**config.mk**
```make
export PLATFORM = sky130hd
export DESIGN_NAME = cpu_controller
export DESIGN_NICKNAME = d
export VERILOG_FILES = /design/src/rtl/cpu_controller.sv
export SDC_FILE = /design/constraint.sdc
export NUM_CORES = 1
export LEC_CHECK = 0
export ABC_CLOCK_PERIOD_IN_PS = 2310
export BUFFER_PORTS_ARGS = -buffer_cell sky130_fd_sc_hd__buf_2
export CAP_MARGIN = 20
export CORE_AREA = 3 3 40 42
export CTS_BUF_LIST = sky130_fd_sc_hd__clkbuf_8
export CTS_CLUSTER_SIZE = 12
export DETAILED_ROUTE_END_ITERATION = 10
export DIE_AREA = 0 0 43 45
export HOLD_SLACK_MARGIN = 0.03
export SETUP_SLACK_MARGIN = 0.3
export SLEW_MARGIN = 30
export SYNTH_ARGS = -nofsm -noshare
export SYNTH_HDL_FRONTEND = slang
export SYNTH_SLANG_ARGS = --single-unit
```
**constraint.sdc**
```tcl
create_clock -name clk -period 2.31 [get_ports clk]
set_clock_uncertainty 0.05 [all_clocks]
set_input_delay 0.462 -clock clk [delete_from_list [all_inputs] [get_ports clk]]
set_output_delay 0.462 -clock clk [all_outputs]
set_load 0.05 [all_outputs]
```
**src/rtl/cpu_controller.sv**
```systemverilog
// rtl/cpu_controller.sv - 8-phase instruction sequencer for the 8-bit accumulator CPU
module cpu_controller #(
    parameter bit WAIT_EN = 1'b1
) (
    input  logic       clk,
    input  logic       rst_n,
    input  logic [2:0] opcode,
    input  logic       zero,
    input  logic       mem_ready,
    input  logic       resume,
    output logic       sel,
    output logic       rd,
    output logic       ld_ir,
    output logic       inc_pc,
    output logic       ld_pc,
    output logic       ld_ac,
    output logic       wr,
    output logic       data_e,
    output logic       halt,
    output logic [2:0] phase
);

    typedef enum logic [2:0] {
        INST_ADDR  = 3'd0,
        INST_FETCH = 3'd1,
        INST_LOAD  = 3'd2,
        IDLE       = 3'd3,
        OP_ADDR    = 3'd4,
        OP_FETCH   = 3'd5,
        ALU_OP     = 3'd6,
        STORE      = 3'd7
    } phase_e;

    localparam logic [2:0] OP_HLT = 3'd0;
    localparam logic [2:0] OP_SKZ = 3'd1;
    localparam logic [2:0] OP_ADD = 3'd2;
    localparam logic [2:0] OP_AND = 3'd3;
    localparam logic [2:0] OP_XOR = 3'd4;
    localparam logic [2:0] OP_LDA = 3'd5;
    localparam logic [2:0] OP_STO = 3'd6;
    localparam logic [2:0] OP_JMP = 3'd7;

    phase_e phase_q;
    phase_e phase_d;
    logic   halted_q;
    logic   halted_d;

    logic   aluop;
    logic   is_hlt;
    logic   is_skz;
    logic   is_sto;
    logic   is_jmp;

    // Opcode class decode; only the ALU-type ops read memory in the operand half
    always_comb begin
        aluop  = (opcode == OP_ADD) || (opcode == OP_AND) ||
                 (opcode == OP_XOR) || (opcode == OP_LDA);
        is_hlt = (opcode == OP_HLT);
        is_skz = (opcode == OP_SKZ);
        is_sto = (opcode == OP_STO);
        is_jmp = (opcode == OP_JMP);
    end

    // Phase and halted-flag registers; reset aborts any instruction in flight
    always_ff @(posedge clk or negedge rst_n) begin
        if (!rst_n) begin
            phase_q  <= INST_ADDR;
            halted_q <= 1'b0;
        end else begin
            phase_q  <= phase_d;
            halted_q <= halted_d;
        end
    end

    // Next state: one phase per clock, memory wait holds, halt entry and resume
    always_comb begin
        phase_d  = phase_q;
        halted_d = halted_q;
        if (halted_q) begin
            // phase_q is parked at INST_ADDR while halted, so resume restarts cleanly
            if (resume) begin
                phase_d  = INST_ADDR;
                halted_d = 1'b0;
            end
        end else begin
            case (phase_q)
                INST_FETCH: begin
                    if (!(WAIT_EN && !mem_ready)) begin
                        phase_d = INST_LOAD;
                    end
                end
                OP_ADDR: begin
                    if (is_hlt) begin
                        phase_d  = INST_ADDR;
                        halted_d = 1'b1;
                    end else begin
                        phase_d = OP_FETCH;
                    end
                end
                OP_FETCH: begin
                    // Non-ALU ops issue no read here, so there is nothing to wait for
                    if (!(WAIT_EN && aluop && !mem_ready)) begin
                        phase_d = ALU_OP;
                    end
                end
                default: begin
                    phase_d = phase_e'(phase_q + 3'd1);
                end
            endcase
        end
    end

    // Strobe decode from registered phase plus opcode/zero
    always_comb begin
        sel    = 1'b0;
        rd     = 1'b0;
        ld_ir  = 1'b0;
        inc_pc = 1'b0;
        ld_pc  = 1'b0;
        ld_ac  = 1'b0;
        wr     = 1'b0;
        data_e = 1'b0;
        halt   = 1'b0;
        if (halted_q) begin
            halt = 1'b1;
        end else begin
            case (phase_q)
                INST_ADDR: begin
                    sel = 1'b1;
                end
                INST_FETCH: begin
                    sel = 1'b1;
                    rd  = 1'b1;
                end
                INST_LOAD, IDLE: begin
                    sel   = 1'b1;
                    rd    = 1'b1;
                    ld_ir = 1'b1;
                end
                OP_ADDR: begin
                    inc_pc = 1'b1;
                    halt   = is_hlt;
                end
                OP_FETCH: begin
                    rd = aluop;
                end
                ALU_OP: begin
                    rd     = aluop;
                    inc_pc = is_skz && zero;
                    ld_pc  = is_jmp;
                    data_e = is_sto;
                end
                STORE: begin
                    rd     = aluop;
                    ld_ac  = aluop;
                    ld_pc  = is_jmp;
                    wr     = is_sto;
                    data_e = is_sto;
                end
                default: begin
                    sel = 1'b0;
                end
            endcase
        end
    end

    // Debug phase: HALTED is reported as 7 alongside halt=1
    assign phase = halted_q ? 3'd7 : phase_q;

endmodule

```
# Word-level counts from Yosys, hierarchy flattened

Cells that the tools add are included.

$add $sub $neg: 1
Multiplexer cells: 29
Equal/unequal tests: 17
Reductions and logical operators: 14

Operators by type and width:

| cell                  | count |
|---|---|
| $eq A3 B3 Y1 const B  | 8 |
| $mux W1               | 20 |
| $mux W3               | 6 |
| $eq A3 B2 Y1 const B  | 4 |
| $pmux W3 S3           | 1 |
| $eq A3 B1 Y1 const B  | 2 |
| $logic_not A3 Y1      | 2 |
| $ne A3 B3 Y1 const B  | 2 |
| $reduce_or A3 Y1      | 2 |
| $pmux W1 S2           | 2 |
| $reduce_or A2 Y1      | 2 |
| $reduce_or A4 Y1      | 1 |
| $add A3 B1 Y3 const B | 1 |
| $logic_or A1 B1 Y1    | 3 |
| $reduce_and A3 Y1     | 1 |
| $logic_and A1 B1 Y1   | 2 |
| $ne A2 B2 Y1 const B  | 1 |
| $logic_not A1 Y1      | 1 |

Output and inout bits: 12
Word-level logic and storage cells: 63
Input bits: 8
Register bits after elaboration: 4

# Longest topological paths before layout

Depth in word-level cells: 8
Mapped depth: 6
Depth with buffers taken out: 6

# Worst setup path before layout

OpenSTA, ideal clock, no wires.

Kind: register to output
Start: register halted_q
End: output ld_ir
Data arrival time: 2.507 ns
Required time: 1.798 ns
Buffers on the path: 1
Cell stages (with the launch flop): 5
Path slack: -0.709 ns
Cells stage by stage: dfrtp_1 -> clkbuf_1 -> nor2_1 -> inv_1 -> nor2_1

Word-level cells in the longest chain between the ends: 1

Ends and longest elaborated chain:

| element                | RTL line | text |
|---|---|---|
| from (decl)            | 45       | `logic halted_q;` |
| from (signal assigned) | 71       | `halted_q <= halted_d;` |
| $mux W1                | 124      | `if (halted_q) begin` |
| to (decl)              | 13       | `output logic ld_ir,` |

Every way passes these cells.

# Worst setup path in the final report

Start: register phase_q[1]
End: output rd

Word-level cells in the longest chain between the ends: 4
Elaborated cells between the ends (all ways): 10
Classes of those cells: eq/ne: 6; mux: 2; reduce/logical: 2

Ends and longest elaborated chain:

| element                                    | RTL line | text |
|---|---|---|
| from (decl)                                | 43       | `phase_e phase_q;` |
| from (signal assigned)                     | 70       | `phase_q <= phase_d;` |
| $eq A3 B3 Y1, or another cell as far along | 127      | `case (phase_q)` |
| $reduce_or A3 Y1 (no source line)          | -        |  |
| $pmux W1 S2 *                              | 127      |  |
| $mux W1 *                                  | 124      |  |
| to (decl)                                  | 12       | `output logic rd,` |

Every way passes the cells marked *; elsewhere a longest branch is shown, timed or not.

==> flow_metrics.py <==
metrics = {
    "grt": {
        "grt_pass1_wl_um": 2500,
        "grt_max_degree": 13,
        "grtUsageTotal_pct": 17.4,
        "grt_pass1_vias": 547,
        "grt_antenna_before_repair": 0,
        "overflow": 0,
    },
    "timing": {
        "hold_violations": 0,
        "fmax_mhz": 458,
        "setup_viol": 0,
        "post-route-period-util_pct": 94.5,
        "grt_setup_unrepaired": "true",
        "min_period_ps": 2180,
        "fin_tns_setup_ps": 0,
        "final-max-slew-violation-count": 0,
        "max_slew_margin_pct": 67.8,
        "fin_hold_ws_ps": 545,
        "setup_ws_ps": 128,
        "tightestPinTransition_ps": 478,
    },
    "logic_synthesis": {
        "async_flop_share_pct": 100,
        "syn_avg_cell_area_um2": 7.69,
        "synth_edf_count": 0,
        "synth.distinct_cells": 32,
        "synth_flop_cell": "dfrtp_1",
        "synth_top_area_cell": "dfrtp_1",
        "ys_seq_area_share_pct": 21.0,
        "synth_area_leaders": "dfrtp_1, ha_1, nor2_1, nand2b_1, a21oi_1",
        "synth_nets": 75,
        "syn_inst": 62,
        "synth_top_area_share_pct": 21.0,
        "ys_ff_latch": 4,
        "yosys_warnings": 0,
        "mappedNetlistArea_um2": 477,
    },
    "setup_path": {
        "start_kind": "register",
        "worstSetupPathType": "reg -> out",
        "cp.required_ps": 1800,
        "crit_arrival_ps": 1670,
        "path_max_fanout": 3,
        "end_kind": "output pin",
    },
    "cts": {
        "htree_levels": 1,
        "insertion_delay_ps": 220,
        "cts.root.buffer_cell": "clkbuf_8",
        "cts_num_sinks": 4,
        "clk_pin_slew_ps": 30,
        "numCtsBuffers": 3,
        "clockBufferDepth": 2,
        "cts_tree": "built",
    },
    "die": {
        "io_pins": 20,
        "die_x_um": 43,
        "fp.coreArea_um2": 1280,
        "dieHeight_um": 45,
        "dieArea_um2": 1940,
        "initial_core_util_pct": 37.1,
        "core.rowCount": 13,
    },
    "place": {
        "placed_area_um2": 652,
        "place_congestion": 0.830,
        "place.port_buffers": 19,
        "hpwlAfterDp_um": 1090,
        "place_ws_ps": 201,
    },
    "drt": {
        "viasPerCell": 5.54,
        "wl_um": 1660,
        "vias": 604,
        "final_antenna_net_count": 0,
        "drtPass1Iterations": 4,
        "wl_per_cell_um": 15.2,
        "drt_iter0_markers": 23,
        "drc_errors": 0,
    },
    "pwr": {
        "leakagePower_nw": 0.379,
        "intPower_w": 0.000634,
        "seq_power_share_pct": 11.5,
        "switching_power_w": 0.000734,
        "max-vdd-ir-drop_uv": 812,
        "share_comb_of_total_power_pct": 77.3,
        "p_clk_share_pct": 11.1,
        "swShare_pct": 53.6,
        "p_per_area_nw_per_um2": 1610,
    },
    "cells_and_area": {
        "area_growth_pct": 77.7,
        "nNetsFinal": 109,
        "fin_area_um2": 847,
        "fillers": 106,
        "drive_gt1_share_pct": 57.4,
        "antennaDiodeCount": 0,
    },
    "min_path": {
        "min_path_type": "in -> async",
    },
    "outcome": {
        "outcome": "finished clean",
    },
    "flow_run": {
        "max_cap_viol_count": 0,
    },
}
## kinds of logic (layout without fill, tap and decap cells)
family / after synthesis / count (layout) / share of synthesized area [%]
compound gates: 19 / 19 / 26.2
xor+xnor: 1 / 1 / 3.41
fa+ha+maj: 5 / 5 / 13.1
buf+inv: 7 / 39 / 6.30
flops: 4 / 4 / 21.0
mux: 1 / 1 / 2.10
simple gates: 25 / 25 / 27.8
## metrics by stage
| step | instances | power (W) | utilization (%) |
|---|---|---|---|
| after floorplan | 62 | 0.000784 | - |
| after global placement | 98 | 0.000964 | 50.7 |
| after detailed placement | 98 | 0.000963 | 50.7 |
| after CTS | 107 | 0.00128 | 62.6 |
| after global routing | 109 | 0.00145 | 65.9 |
| final | 109 | 0.00137 | 65.9 |
## flip-flops by register name (all words and copies together), names as in the netlist
name,count
phase_q,3
halted_q,1
## metal layers
metal / share of wire [%] / track usage, % / vias to the layer above
li1: - / - / 285
met1: 45 / 21.7 / 289
met2: 48 / 28.1 / 25
met3: 4.7 / 2.79 / 5
met4: 2.4 / 10.8 / 0
met5: 0 / 0 / -
## cells in the final DEF, fill, tap and decap left out, types with 3 or more instances in the layout
| cell type | synthesis | routed |
|---|---|---|
| a21oi_1 | 4 | 3 |
| buf_2 | 0 | 15 |
| buf_4 | 1 | 12 |
| buf_6 | 0 | 3 |
| clkbuf_8 | 0 | 3 |
| ha_4 | 0 | 4 |
| inv_1 | 4 | 3 |
| nand2_1 | 3 | 3 |
| nand2b_1 | 4 | 4 |
| nor2_1 | 8 | 5 |
| o21ai_1 | 3 | 3 |
## power by group through the flow
stage          registers (W)  logic (W)  clock network, W
2_1_floorplan       0.000128   0.000656                 0
3_3_place_gp        0.000148   0.000816                 0
3_5_place_dp        0.000150   0.000813                 0
4_1_cts             0.000150   0.000978          0.000153
5_1_grt             0.000160    0.00114          0.000157
6_report            0.000158    0.00106          0.000152
## final cells by class
class / count / area, um2 / area share (%)
multi-input cells: 51 / 453 / 53.5
clock buffers: 3 / 41.3 / 4.87
flip-flops and latches: 4 / 103 / 12.1
repair buffers: 31 / 209 / 24.7
inverters: 5 / 22.5 / 2.66
well taps: 15 / 18.8 / 2.22
## worst paths after layout
path | slack (ps) | startpoint | cells after the start | endpoint
worst max-delay path | 130 | phase_q[1] | 6 | rd
worst min-delay path | 550 | rst_n | 2 | phase_q[0]
worst max register to register | 430 | phase_q[1] | 8 | phase_q[2]
worst min register to register | 640 | phase_q[2] | 2 | phase_q[2]
max in group asynchronous | 1530 | rst_n | 2 | phase_q[2]
min in group clk | 580 | resume | 3 | halted_q
## cell usage after synthesis, drive strengths merged, types with 2 or more instances
| library cell | n |
|---|---|
| inv | 5 |
| nor3 | 2 |
| nor2 | 8 |
| or2 | 2 |
| nand2b | 4 |
| a21oi | 4 |
| ha | 5 |
| or2b | 2 |
| o31ai | 2 |
| nand2 | 3 |
| dfrtp | 4 |
| o21ai | 5 |
## worst max-delay path, stage by stage, from the launching register on
cell	delay, ps
dfrtp_2	430
ha_4	170
ha_4	150
or3_1	350
a21oi_2	140
a211oi_2	50
buf_6	150
## timing repair
action / in CTS / in global routing
endpoints found under the setup margin: 4 / 8
hold endpoints to repair: 4 / 0
cloned: 0 / 0
gates resized for setup: 15 / 7
setup buffers: 5 / 2
hold buffers: 1 / 0
pin swaps: 4 / 0
Power figures use the tool's default switching activity.
